File: config.mk
export PLATFORM = sky130hd
export DESIGN_NAME = ddc_iq_packetizer
export DESIGN_NICKNAME = d
export VERILOG_FILES = /design/src/rtl/ddc_iq_packetizer.sv
export SDC_FILE = /design/constraint.sdc
export NUM_CORES = 1
export LEC_CHECK = 0
export ABC_CLOCK_PERIOD_IN_PS = 2550
export CORE_ASPECT_RATIO = 1.5
export CORE_MARGIN = 1.5
export CORE_UTILIZATION = 50
export DETAILED_ROUTE_END_ITERATION = 8
export PLACE_DENSITY = 0.88
export SLEW_MARGIN = 5
export SYNTH_ARGS = -nofsm -noshare
export SYNTH_HDL_FRONTEND = slang
export SYNTH_SLANG_ARGS = --single-unit
File: constraint.sdc
create_clock -name clock -period 2.55 [get_ports clock]
set_input_delay 0.3825 -clock clock [delete_from_list [all_inputs] [get_ports clock]]
set_output_delay 0.3825 -clock clock [all_outputs]
set_load 0.05 [all_outputs]
File: src/rtl/ddc_iq_packetizer.sv
// DDC I&Q packetizer: drains one frame of 6-byte I/Q samples from a show-ahead
// byte FIFO, prepends the 16-byte DDC header and streams the packet byte-wise
// to the Ethernet TX arbiter under request/grant and valid/ready control.
module ddc_iq_packetizer #(
  parameter int SAMPLES_PER_FRAME = 238,
  parameter int BITS_PER_SAMPLE   = 24,
  parameter int FIFO_AW           = 13
) (
  input  logic               clock,
  input  logic               reset,
  input  logic               run,
  input  logic [63:0]        ts_in,
  input  logic [FIFO_AW-1:0] fifo_rdusedw,
  input  logic [7:0]         fifo_rdata,
  output logic               fifo_rdreq,
  output logic               tx_req,
  input  logic               tx_grant,
  output logic [7:0]         tx_data,
  output logic               tx_valid,
  input  logic               tx_ready,
  output logic               tx_last,
  output logic [31:0]        seq_num
);

  localparam int PAYLOAD = SAMPLES_PER_FRAME * 6;
  localparam int HDR_LEN = 16;
  localparam int TOTAL   = HDR_LEN + PAYLOAD;

  localparam logic [10:0]        HDR_LAST   = 11'(HDR_LEN - 1);
  localparam logic [10:0]        TOTAL_LAST = 11'(TOTAL - 1);
  localparam logic [FIFO_AW-1:0] PAYLOAD_W  = FIFO_AW'(PAYLOAD);
  localparam logic [15:0]        BPS_W      = 16'(BITS_PER_SAMPLE);
  localparam logic [15:0]        SPF_W      = 16'(SAMPLES_PER_FRAME);

  typedef enum logic [2:0] {
    S_IDLE,
    S_REQ,
    S_HDR,
    S_DATA,
    S_DONE
  } state_t;

  state_t      state;
  state_t      state_next;
  logic [10:0] byte_cnt;
  logic [63:0] ts_reg;
  logic [7:0]  hdr_byte;
  logic        xfer;
  logic        start;

  // A whole payload must already be buffered, so the data phase can never underflow.
  assign start = run && (fifo_rdusedw >= PAYLOAD_W);
  assign xfer  = tx_valid && tx_ready;

  // State register.
  always_ff @(posedge clock) begin
    if (reset) state <= S_IDLE;
    else       state <= state_next;
  end

  // Next-state decode; the header and data phases only advance on a transfer.
  always_comb begin
    state_next = state;
    case (state)
      S_IDLE:  if (start) state_next = S_REQ;
      S_REQ:   if (tx_grant) state_next = S_HDR;
      S_HDR:   if (xfer && (byte_cnt == HDR_LAST)) state_next = S_DATA;
      S_DATA:  if (xfer && (byte_cnt == TOTAL_LAST)) state_next = S_DONE;
      S_DONE:  state_next = S_IDLE;
      default: state_next = S_IDLE;
    endcase
  end

  // Stream outputs; the pop is suppressed during reset so an abort leaves the FIFO intact.
  always_comb begin
    tx_valid   = (state == S_HDR) || (state == S_DATA);
    tx_data    = (state == S_DATA) ? fifo_rdata : hdr_byte;
    tx_last    = (state == S_DATA) && (byte_cnt == TOTAL_LAST);
    fifo_rdreq = (state == S_DATA) && tx_ready && !reset;
  end

  // Big-endian header byte selected by the byte counter.
  always_comb begin
    hdr_byte = 8'h00;
    case (byte_cnt[3:0])
      4'd0:  hdr_byte = seq_num[31:24];
      4'd1:  hdr_byte = seq_num[23:16];
      4'd2:  hdr_byte = seq_num[15:8];
      4'd3:  hdr_byte = seq_num[7:0];
      4'd4:  hdr_byte = ts_reg[63:56];
      4'd5:  hdr_byte = ts_reg[55:48];
      4'd6:  hdr_byte = ts_reg[47:40];
      4'd7:  hdr_byte = ts_reg[39:32];
      4'd8:  hdr_byte = ts_reg[31:24];
      4'd9:  hdr_byte = ts_reg[23:16];
      4'd10: hdr_byte = ts_reg[15:8];
      4'd11: hdr_byte = ts_reg[7:0];
      4'd12: hdr_byte = BPS_W[15:8];
      4'd13: hdr_byte = BPS_W[7:0];
      4'd14: hdr_byte = SPF_W[15:8];
      4'd15: hdr_byte = SPF_W[7:0];
    endcase
  end

  // Request, timestamp capture, byte counting and per-packet sequence number.
  always_ff @(posedge clock) begin
    if (reset) begin
      tx_req   <= 1'b0;
      seq_num  <= 32'd0;
      byte_cnt <= 11'd0;
      ts_reg   <= 64'd0;
    end else begin
      case (state)
        S_IDLE: begin
          if (!run) seq_num <= 32'd0;
          if (start) begin
            ts_reg <= ts_in;
            tx_req <= 1'b1;
          end
        end
        S_REQ: begin
          if (tx_grant) byte_cnt <= 11'd0;
        end
        S_HDR, S_DATA: begin
          if (xfer) byte_cnt <= byte_cnt + 11'd1;
        end
        S_DONE: begin
          tx_req  <= 1'b0;
          seq_num <= seq_num + 32'd1;
        end
        default: ;
      endcase
    end
  end

endmodule

After elaboration in Yosys (flattened, before gate mapping):

Index checks and enable logic that the tools add are counted.

* bits in registers: 111
* word-level logic and storage cells: 69

* add/sub/neg operators: 2
* order comparisons: 1
* equality and inequality tests: 27
* muxes and demuxes: 14
* reductions and logical operators: 20

Operators by type and width (count)
* 8-bit one-hot mux with 15 select lines: 1
* 32-bit one-hot mux with 2 select lines: 1
* 32-bit by 1-bit adder with 32-bit output, second input constant: 1
* 4-bit == test, second input constant: 8
* 32-bit 2-to-1 mux: 1
* 11-bit 2-to-1 mux: 2
* 11-bit one-hot mux with 2 select lines: 1
* 4-bit by 3-bit == test with 1-bit output, second input constant: 4
* 13-bit by 11-bit >= comparator with 1-bit output, second input constant: 1
* 3-bit 2-to-1 mux: 4
* 2-bit inequality test, second input constant: 6
* 3-bit one-hot mux with 4 select lines: 1
* 11-bit by 1-bit adder with 11-bit output, second input constant: 1
* 11-bit == test, second input constant: 1
* 11-bit by 4-bit == test with 1-bit output, second input constant: 1
* 4-bit by 2-bit == test with 1-bit output, second input constant: 2
* 8-bit 2-to-1 mux: 1
* 1-bit logical AND: 7
* 3-bit by 2-bit == test with 1-bit output, second input constant: 2
* 2-bit AND reduction: 3
* 4-bit by 1-bit == test with 1-bit output, second input constant: 1
* 4-bit logical NOT: 1
* 4-bit AND reduction: 1
* 2-bit nonzero test: 2
* 9 further kinds: 10

Longest topological paths before layout:

* word-level depth: 6
* gate-level depth with buffers: 9
* mapped depth without buffers: 7

Worst setup path after synthesis:

Ideal clock, no wire load.

* kind: flip-flop to output port
* start: reg byte_cnt[0]
* end: out tx_data[5]
* arrival time: 2.729 ns
* required time: 2.168 ns
* slack: -0.561 ns
* stages on the path, launching flop included: 8
* cells stage by stage: dfxtp_1 ha_1 clkbuf_1 clkbuf_1 a22oi_1 a311oi_1 nor3_1 nor3_1

* longest elaborated chain between the ends: 4
* elaborated cells on any way between the ends: 19
* those cells by class: eq/ne (15); mux (2); reduce/logical (2)

Ends and longest elaborated chain
* start, declared: line 45 `logic [10:0] byte_cnt;`
* start signal, assigned: line 125 `if (xfer) byte_cnt <= byte_cnt + 11'd1;`
* 4-bit == test: line 85 `case (byte_cnt[3:0])`
* 2-bit OR reduction (no line)
* 8-bit one-hot mux with 15 select lines (*): line 85
* 8-bit 2-to-1 mux (*): line 77 `tx_data = (state == S_DATA) ? fifo_rdata : hdr_byte;`
* end, declared: line 18 `output logic [7:0] tx_data,`

Every way passes the cells marked *; elsewhere a longest branch is shown, timed or not.

Worst setup path after layout:

* start: reg byte_cnt[0]
* end: out tx_data[0]

Same word-level chain as after synthesis.

==> impl_metrics.ini <==
[run_status]
outcome = complete, but fails checks
violations_in_the_final_reports = negative setup slack

[global_routing]
global_route_overflow = 0
global_route_wire_length_before_repair_um = 27800
grtUsageTotal = 0.310
first_global_vias = 5741
maximum_number_of_pins_on_one_net_before_global_route_repair = 67
grt_antenna_before_repair = 0

[final_layout]
antenna_cells_inserted = 0
final-instance-count-excl-fill = 1002
drive_above_1_share = 0.168
syn_to_final_growth_pct = 43.7
layout.core_utilization = 0.737
nNetsFinal = 948
post-route-cell-area_um2 = 7810
largest_register_ff_count = 64

[synth]
synth_area_per_cell_um2 = 7.72
synth_seq_cells = 111
synth_ff_type = sky130_fd_sc_hd__dfxtp_1
post-synth-top-area-cell = sky130_fd_sc_hd__dfxtp_1
syn_inst = 704
yosysUniqueCellTypes = 62
mappedNetlistArea_um2 = 5440
synth_most_common_cell = sky130_fd_sc_hd__nand2_1
synth_largest_type_area_fraction = 0.409
synth-warning-count = 0
postSynthNetCount = 799
synth.yosys.seq_area_share = 0.409
ys_top_cells_by_count = sky130_fd_sc_hd__nand2_1, sky130_fd_sc_hd__dfxtp_1, sky130_fd_sc_hd__a21oi_1
most_area_consuming_cells_after_synthesis = sky130_fd_sc_hd__dfxtp_1, sky130_fd_sc_hd__nand2_1, sky130_fd_sc_hd__a21oi_1, sky130_fd_sc_hd__clkbuf_1, sky130_fd_sc_hd__nand3_1
synth_edf_count = 0
asyncSetResetFlopFracSynth = 0

[floorplanning]
starting_density = 0.513
num_io_pins = 134
dieWidth_um = 88.1
dieHeight_um = 131
core_region_area_um2 = 10600
design.die.area_um2 = 11500
placementRows = 46

[clocking]
cts.htree.levels = 3
ctsLongestPathBuffers = 2
worst_setup_hold_path_clk_slew_ps = 70
tritoncts = done
cts_buffers = 9
cts_root_buffer = sky130_fd_sc_hd__clkbuf_16
clock_sinks = 111
hold_buffers = 0
worst_skew_pair.late_latency_ps = 350

[worst_setup_path]
crit_path_slowest_cell = sky130_fd_sc_hd__dfxtp_4
rr_worst_depth = 7
worst_setup_path_startpoint = byte_cnt[0]$_SDFFE_PP0P_
cp.required_ps = 2170
critical_path_class = flip-flop to output pin
cp-start-kind = flip-flop
reg2reg_slack_ps = 180
critical_path.max_fanout = 5
crit_buf_inv = 3
r2r_start = state[0]$_SDFFE_PP0P_
crit_path_cell_trace = buf_6 -> ha_4 -> buf_6 -> a222oi_1 -> mux2i_1 -> a311oi_2 -> o211a_1 -> o21ai_2 -> buf_12
critical_path_s_top_delay_family = compound AO/OA/AOI/OAI gates
setup.worst_path.end_class = output pin
cp.arrival_ps = 2330
critPathMaxStageDelay_ps = 370
crit_reg_reg_endpoint = ts_reg[42]$_SDFFE_PP0P_
cp_common_cell = sky130_fd_sc_hd__buf_6

[timing]
hold_ws_ps = 287
setup-violations-final = 7
totalNegativeSetupSlack_ps = -659
worst_pin_slew_ps = 660
finalMaxSlewViolations = 0
worst_slack_ps = -163
max_slew_margin = 0.560
grt_setup_unrepaired = true
finalWorstPathRequiredPeriod_ps = 2710
worst_clock_skew_ps = 10.2
final_hold_viol_count = 0
final.period_utilization = 1.06
fmax_mhz = 369

[route]
postRouteWirelength_um = 17800
drt-vias-per-instance = 5.94
drt_first_iter_violations = 469
via_count = 5956
ant_nets = 0
wl_per_cell_um = 17.8
drt-pass1-iter-count = 5
drc = 0

[power_and_ir_drop]
irDropWorstVdd_uv = 370
switching_share = 0.277
p_int_mw = 2.86
clock_power_share = 0.339
switching_power_mw = 1.10
power_leakage_nw = 2.71
power_frac_comb = 0.188
sequentialPowerShare = 0.473
fin_total_pwr_mw = 3.96
power.density_cell_area_nw_per_um2 = 507

[min_path]
hold_depth = 2
hold_removal_path_class = input port to flip-flop
worst_hold_path_ep = seq_num[12]$_SDFFE_PP0P_
min-delay-start = reset

[placed_design]
numPortBuffers = 131
setup_slack_after_placement_ps = -132
place_hpwl_um = 12900
finalWeightedCongestion = 0.923
placed_cells_incl_taps = 976
placed_cell_areas_um2 = 7190

[flow_run]
max_cap_violations = 0
-- final cells by class --
type / instances / area [um^2]
Timing Repair Buffer: 190 / 1860
Clock inverter: 5 / 40.0
Multi-Input combinational cell: 530 / 3210
Clock buffer: 11 / 243
Fill cell: 802 / 2780
Sequential cell: 111 / 2230
Inverter: 11 / 46.3
Tap cell: 144 / 180
-- metal layers --
metal | track usage | up-vias | share of wire
met1 | 0.348 | 2821 | 0.38
met2 | 0.550 | 262 | 0.52
met5 | 0 | - | 0
met4 | 0.183 | 0 | 0.051
met3 | 0.0421 | 56 | 0.051
li1 | - | 2817 | -
-- logic make-up after synthesis --
logic type / after synthesis / synth area share
compound gates: 185 / 0.217
xor+xnor: 11 / 0.0177
fa+ha+maj: 5 / 0.0115
buf+inv: 63 / 0.0463
flops: 111 / 0.409
mux: 13 / 0.0246
simple gates: 316 / 0.274
-- placed cells by master (no fill, tap or decap), drive strengths merged, types with 3 or more instances in the layout --
master,instances
nand2b,5
clkdlybuf4s50,120
nor4,6
a21oi,88
nor2b,6
a22oi,16
o31ai,4
or3,4
nor2,32
a211oi,4
a311oi,7
mux2,3
ha,5
and4,8
a22o,3
clkbuf,11
inv,13
mux2i,10
o32ai,3
nand2,172
a222oi,5
and3,8
or2,5
buf,70
o41ai,7
o21ai,20
o211ai,10
a221oi,6
dfxtp,111
nand3,30
nand4,9
xor2,9
nor3,20
-- power by group through the flow --
stage / Clock, mW / Combinational [mW] / Sequential, mW
after detailed placement: 0 / 0.672 / 1.91
after global routing: 1.41 / 0.800 / 1.88
after floorplan: 0 / 0.354 / 1.89
after global placement: 0 / 0.656 / 1.90
final: 1.34 / 0.747 / 1.87
after CTS: 1.35 / 0.731 / 1.87
-- how the worst max path moves through the flow --
stage / endpoint / slack [ps] / cells past startpoint
floorplan: tx_data[5] / -150 / 7
global placement: tx_data[6] / -110 / 9
detailed placement: tx_data[6] / -130 / 9
CTS: tx_data[0] / -90 / 9
global route: tx_data[4] / -200 / 8
finish: tx_data[0] / -160 / 9
-- timing repair --
action                                  in CTS  in global routing
setup buffers                               11                  0
gates resized for setup                     55                  6
gates cloned                                 0                  0
pin swaps                                   16                  7
endpoints found under the setup margin       8                  8
(Power assumes the default switching activity.)
